File: config.mk
export PLATFORM = sky130hd
export DESIGN_NAME = branch_resolver
export DESIGN_NICKNAME = d
export VERILOG_FILES = /design/src/rtl/branch_resolver.sv
export SDC_FILE = /design/constraint.sdc
export NUM_CORES = 1
export LEC_CHECK = 0
export ABC_AREA = 1
export CAP_MARGIN = 20
export CORE_UTILIZATION = 50
export DETAILED_ROUTE_END_ITERATION = 12
export GPL_TIMING_DRIVEN = 0
export PLACE_DENSITY = 0.69
export RECOVER_POWER = 50
export SYNTH_ARGS = -nofsm -noshare
export SYNTH_HDL_FRONTEND = slang
export SYNTH_SLANG_ARGS = --single-unit
File: constraint.sdc
create_clock -name i_clock -period 8.8 [get_ports i_clock]
set_input_delay 2.64 -clock i_clock [delete_from_list [all_inputs] [get_ports i_clock]]
set_output_delay 2.64 -clock i_clock [all_outputs]
set_load 0.01 [all_outputs]
File: src/rtl/branch_resolver.sv
// Tracks in-flight predicted branches in order, checks each against its resolved
// outcome, and raises flush/redirect and predictor updates. Optional counters: BR_RESOLVER_STATS_EN.
module branch_resolver #(
  parameter int unsigned PC_W  = 32,
  parameter int unsigned DEPTH = 4
) (
  input  logic            i_clock,
  input  logic            i_clear,
  input  logic            i_br_push,
  input  logic            i_br_pred_taken,
  input  logic [PC_W-1:0] i_br_pc,
  input  logic [PC_W-1:0] i_br_pred_target,
  output logic            o_br_full,
  input  logic            i_res_valid,
  input  logic            i_res_taken,
  input  logic [PC_W-1:0] i_res_target,
  output logic            o_flush,
  output logic [PC_W-1:0] o_redirect_pc,
  output logic            o_upd_en,
  output logic            o_upd_decision,
  output logic            o_res_err
`ifdef BR_RESOLVER_STATS_EN
  ,
  output logic [15:0]     o_stat_resolved,
  output logic [15:0]     o_stat_mispred
`endif
);

  localparam int unsigned PTR_W = (DEPTH > 1) ? $clog2(DEPTH) : 1;
  localparam int unsigned CNT_W = PTR_W + 1;

  logic              r_ent_taken  [DEPTH];
  logic [PC_W-1:0]   r_ent_pc     [DEPTH];
  logic [PC_W-1:0]   r_ent_target [DEPTH];

  logic [PTR_W-1:0]  r_rd_ptr;
  logic [PTR_W-1:0]  r_wr_ptr;
  logic [CNT_W-1:0]  r_count;

  logic              r_flush;
  logic [PC_W-1:0]   r_redirect_pc;
  logic              r_upd_en;
  logic              r_upd_decision;
  logic              r_res_err;

  logic              w_empty;
  logic              w_full;
  logic              w_pop;
  logic              w_mispred;
  logic              w_push_ok;
  logic              w_head_taken;
  logic [PC_W-1:0]   w_head_pc;
  logic [PC_W-1:0]   w_head_target;
  logic [PC_W-1:0]   w_redirect;

  // Head decode and mispredict detection
  always_comb begin
    w_empty       = (r_count == '0);
    w_full        = (r_count == CNT_W'(DEPTH));
    w_head_taken  = r_ent_taken[r_rd_ptr];
    w_head_pc     = r_ent_pc[r_rd_ptr];
    w_head_target = r_ent_target[r_rd_ptr];
    w_pop         = i_res_valid && !w_empty;
    w_mispred     = w_pop && ((i_res_taken != w_head_taken) ||
                              (i_res_taken && (i_res_target != w_head_target)));
    // A push younger than a mispredicting branch is discarded with the squash
    w_push_ok     = i_br_push && !w_mispred && (!w_full || w_pop);
    w_redirect    = i_res_taken ? i_res_target : (w_head_pc + PC_W'(4));
  end

  // Entry storage carries no reset
  always_ff @(posedge i_clock) begin
    if (w_push_ok) begin
      r_ent_taken[r_wr_ptr]  <= i_br_pred_taken;
      r_ent_pc[r_wr_ptr]     <= i_br_pc;
      r_ent_target[r_wr_ptr] <= i_br_pred_target;
    end
  end

  // Pointers and occupancy
  always_ff @(posedge i_clock or negedge i_clear) begin
    if (!i_clear) begin
      r_rd_ptr <= '0;
      r_wr_ptr <= '0;
      r_count  <= '0;
    end else if (w_mispred) begin
      r_rd_ptr <= r_wr_ptr;
      r_count  <= '0;
    end else begin
      if (w_pop)     r_rd_ptr <= r_rd_ptr + PTR_W'(1);
      if (w_push_ok) r_wr_ptr <= r_wr_ptr + PTR_W'(1);
      r_count <= r_count + CNT_W'(w_push_ok) - CNT_W'(w_pop);
    end
  end

  // Registered resolution outputs, one-cycle pulses
  always_ff @(posedge i_clock or negedge i_clear) begin
    if (!i_clear) begin
      r_flush        <= 1'b0;
      r_redirect_pc  <= '0;
      r_upd_en       <= 1'b0;
      r_upd_decision <= 1'b0;
      r_res_err      <= 1'b0;
    end else begin
      r_flush        <= w_mispred;
      r_upd_en       <= w_pop;
      r_upd_decision <= w_pop && i_res_taken;
      r_res_err      <= i_res_valid && w_empty;
      if (w_mispred) r_redirect_pc <= w_redirect;
    end
  end

  assign o_br_full      = w_full;
  assign o_flush        = r_flush;
  assign o_redirect_pc  = r_redirect_pc;
  assign o_upd_en       = r_upd_en;
  assign o_upd_decision = r_upd_decision;
  assign o_res_err      = r_res_err;

`ifdef BR_RESOLVER_STATS_EN
  logic [15:0] r_stat_resolved;
  logic [15:0] r_stat_mispred;

  // Saturating event counters
  always_ff @(posedge i_clock or negedge i_clear) begin
    if (!i_clear) begin
      r_stat_resolved <= '0;
      r_stat_mispred  <= '0;
    end else begin
      if (w_pop && (r_stat_resolved != 16'hFFFF))
        r_stat_resolved <= r_stat_resolved + 16'd1;
      if (w_mispred && (r_stat_mispred != 16'hFFFF))
        r_stat_mispred <= r_stat_mispred + 16'd1;
    end
  end

  assign o_stat_resolved = r_stat_resolved;
  assign o_stat_mispred  = r_stat_mispred;
`endif

endmodule
==> qor.yml <==
status: "finished, violations left"
failed_checks: "capacitance limit, slew limit"
max_slew_margin_pct: -30.9
highest_layer: "met4"
finalCritPeriodShare_pct: 68.3
crit_type: "input port to register"
pwr-share-comb_pct: 42.2
port_buffers: 137
clock_latency_ns: 0.56
dp_hpwl_um: 29800
synth_area_leader_cell: "edfxtp_1"
holdWs_ns: 0.488
hold_path_class: "register to register"
wl_um: 40700
track_usage_pct: 29.3
r2r-start: "r_rd_ptr[1]"
switching_power_w: 0.00228
htreeDepth: 1
vias: 10800
final_common_cell: "nand2_1"
sequentialPowerShare_pct: 35.3
grt_first_pass_wirelength_um: 61100
cpMostUsedCell: "nand2_1"
yosys.area.top_type_share_pct: 56.5
syn_inst: 1440
cts_setup_buffers: 0
mappedNetlistArea_mm2: 0.0138
clock_path_buffers: 3
fin_nets: 1728
crit_start: "i_res_target[0]"
cts_sinks: 303
wl_met1_um: 18100
finalClockSkew_ns: 0.0144
die-area_mm2: 0.0283
die_width_um: 168
path_cells: "clkdlybuf4s50_1 -> nand3b_1 -> nand2_1 -> nand2_1 -> nor2_1 -> nand3_1 -> o21bai_1 -> nand3_2 -> nor2_4 -> buf_12 -> buf_16"
grt_pass1_vias: 10200
core_region_area_mm2: 0.0270
cts_tree: "built"
synth-async-reset-ratio_pct: 14.2
p_leak_nw: 6.87
hold_violations: 0
fin_cells: 1984
drtPass1Iterations: 6
fp.dieH_um: 168
p_clk_share_pct: 22.5
cts_root_buf: "clkbuf_16"
synth-seq-area-share_pct: 64.3
cpLargestDelayFamily: "simple AND/OR/NAND/NOR gates"
antennaDiodeCount: 0
intPower_w: 0.00337
syn_area_per_cell_um2: 9.60
initial_core_util_pct: 51.1
setup_violations: 0
required_ns: 9.06
min_period_ns: 6.01
vias_per_cell: 5.46
antenna_found_initial: 0
dr_wl_met2_um: 18200
crit_slowest_cell: "nor2_4"
ir_worst_vdd_v: 0.000170
wl_per_cell_um: 20.5
startpoint_type: "input port"
powerDensity_mw_per_mm2: 336
ys_warn_count: 0
dr.first_iter.drc_count: 996
ios: 139
drc: 0
synth_fp_nets: 1549
synth_cell_types: 37
rsz0062_at_grt: "false"
synth_area_leaders: "edfxtp_1, nand2_1, dfrtp_1"
drive_gt1_share_pct: 6.33
place_congestion: 0.932
critPathMaxStageDelay_ns: 0.84
clkSlewWorstSetupHoldPaths_ns: 0.06
dp_cells: 1927
end_kind: "register"
slew_violations: 32
hold_start: "o_redirect_pc[1]"
synth_flop_cell: "edfxtp_1"
cts_made_buffers: 31
ant_nets: 0
synth_edf_count: 260
swShare_pct: 40.3
ys_ff_latch: 303
postCtsHoldBufs: 0
critPathArrivalTime_ns: 6.27
areaGrowthSynthToFinish_pct: 21.4
wl_met3_um: 3590
worst-path-max-fanout: 25
maxCapViolations: 1
row_count: 60
grt_max_degree: 32
total_power_w: 0.00565
final_cell_mix: "nand2_1, edfxtp_1, nor2_1, nand3_1, inv_1"
fmax_mhz: 166
overflow: 0
timing.critical_path.buf_inv: 3
post_cts_resized: 0
tightest_slew_ns: 1.96
[sequential cells by signal, indices dropped and copies added, names as in the netlist]
| signal | flops |
|---|---|
| r_rd_ptr | 2 |
| r_count | 3 |
| r_ent_target | 128 |
| r_ent_taken | 4 |
| r_ent_pc | 128 |
| r_wr_ptr | 2 |
| o_upd_decision | 1 |
| o_flush | 1 |
| o_res_err | 1 |
| o_upd_en | 1 |
| o_redirect_pc | 32 |
[through the flow]
stage | instance area, um2 | util [%] | worst slack, ns | setup TNS, ns
6_report | 16800 | 62.1 | 2.79 | 0
5_1_grt | 16800 | 62.1 | 2.51 | 0
4_1_cts | 16800 | 62.2 | 3.20 | 0
3_5_place_dp | 15800 | 58.6 | 2.64 | 0
3_3_place_gp | 15600 | 57.8 | -1.34 | -314.86
2_1_floorplan | 13800 | - | 1.98 | 0
[cell usage after synthesis, types with 2 or more instances]
cell / number
clkbuf_1: 16
inv_2: 3
nand4_1: 14
xor2_1: 11
o21ai_0: 83
nor3_1: 2
xnor2_1: 4
ha_1: 6
o21ai_1: 10
inv_1: 101
or2_0: 3
buf_4: 14
edfxtp_1: 260
nor2_1: 227
dfrtp_1: 43
buf_2: 23
a21oi_1: 3
nand2_1: 464
a21boi_0: 3
nor2_2: 2
nand3b_1: 8
a31oi_1: 2
buf_6: 3
and2_1: 3
nand3_1: 120
[layer usage]
| metal | vias up | global-route usage (%) |
|---|---|---|
| li1 | 5122 | - |
| met1 | 5162 | 43.5 |
| met2 | 495 | 45.3 |
| met3 | 52 | 5.05 |
| met4 | 0 | 6.28 |
| met5 | - | 0 |
[worst paths after layout]
| kind | endpoint | slack (ns) | cells after the start |
|---|---|---|---|
| worst max-delay path | r_ent_pc[0][7] | 2.79 | 11 |
| worst min-delay path | o_redirect_pc[1] | 0.49 | 2 |
| worst max register to register | r_ent_pc[0][7] | 4.05 | 15 |
| worst min register to register | o_redirect_pc[1] | 0.49 | 2 |
| max in group asynchronous | o_redirect_pc[14] | 4.47 | 2 |
| min in group asynchronous | o_upd_en | 2.07 | 1 |
[area by class of cell]
cell class / count / area [um2]
Inverter: 105 / 394
Timing Repair Buffer: 146 / 1540
Clock inverter: 16 / 128
Tap cell: 341 / 427
Buffer: 58 / 323
Fill cell: 2277 / 10200
Multi-Input combinational cell: 974 / 4240
Sequential cell: 303 / 8880
Clock buffer: 41 / 853
[power by group through the flow]
stage	logic, W	clock network [W]	registers, W
2_1_floorplan	0.00139	0	0.00204
3_3_place_gp	0.00228	0	0.00206
3_5_place_dp	0.00237	0	0.00202
4_1_cts	0.00238	0.00128	0.00200
5_1_grt	0.00262	0.00134	0.00202
6_report	0.00238	0.00127	0.00200
[worst min-delay path, delay by kind of cell, from the launching register on]
| family | cells | cell delay (ns) |
|---|---|---|
| flops | 1 | 0.35 |
| simple gates | 2 | 0.11 |
[cell families (layout without fill, tap and decap cells)]
| family | Yosys count | count (layout) | share of synthesized area (%) |
|---|---|---|---|
| AO/OA/AOI/OAI | 107 | 107 | 4.16 |
| XOR/XNOR | 15 | 15 | 0.951 |
| adder cells (fa/ha/maj) | 7 | 7 | 0.688 |
| buffers and inverters | 163 | 366 | 5.19 |
| flip-flops | 303 | 303 | 64.3 |
| AND/OR/NAND/NOR | 845 | 845 | 24.7 |
(Power assumes the default switching activity.)
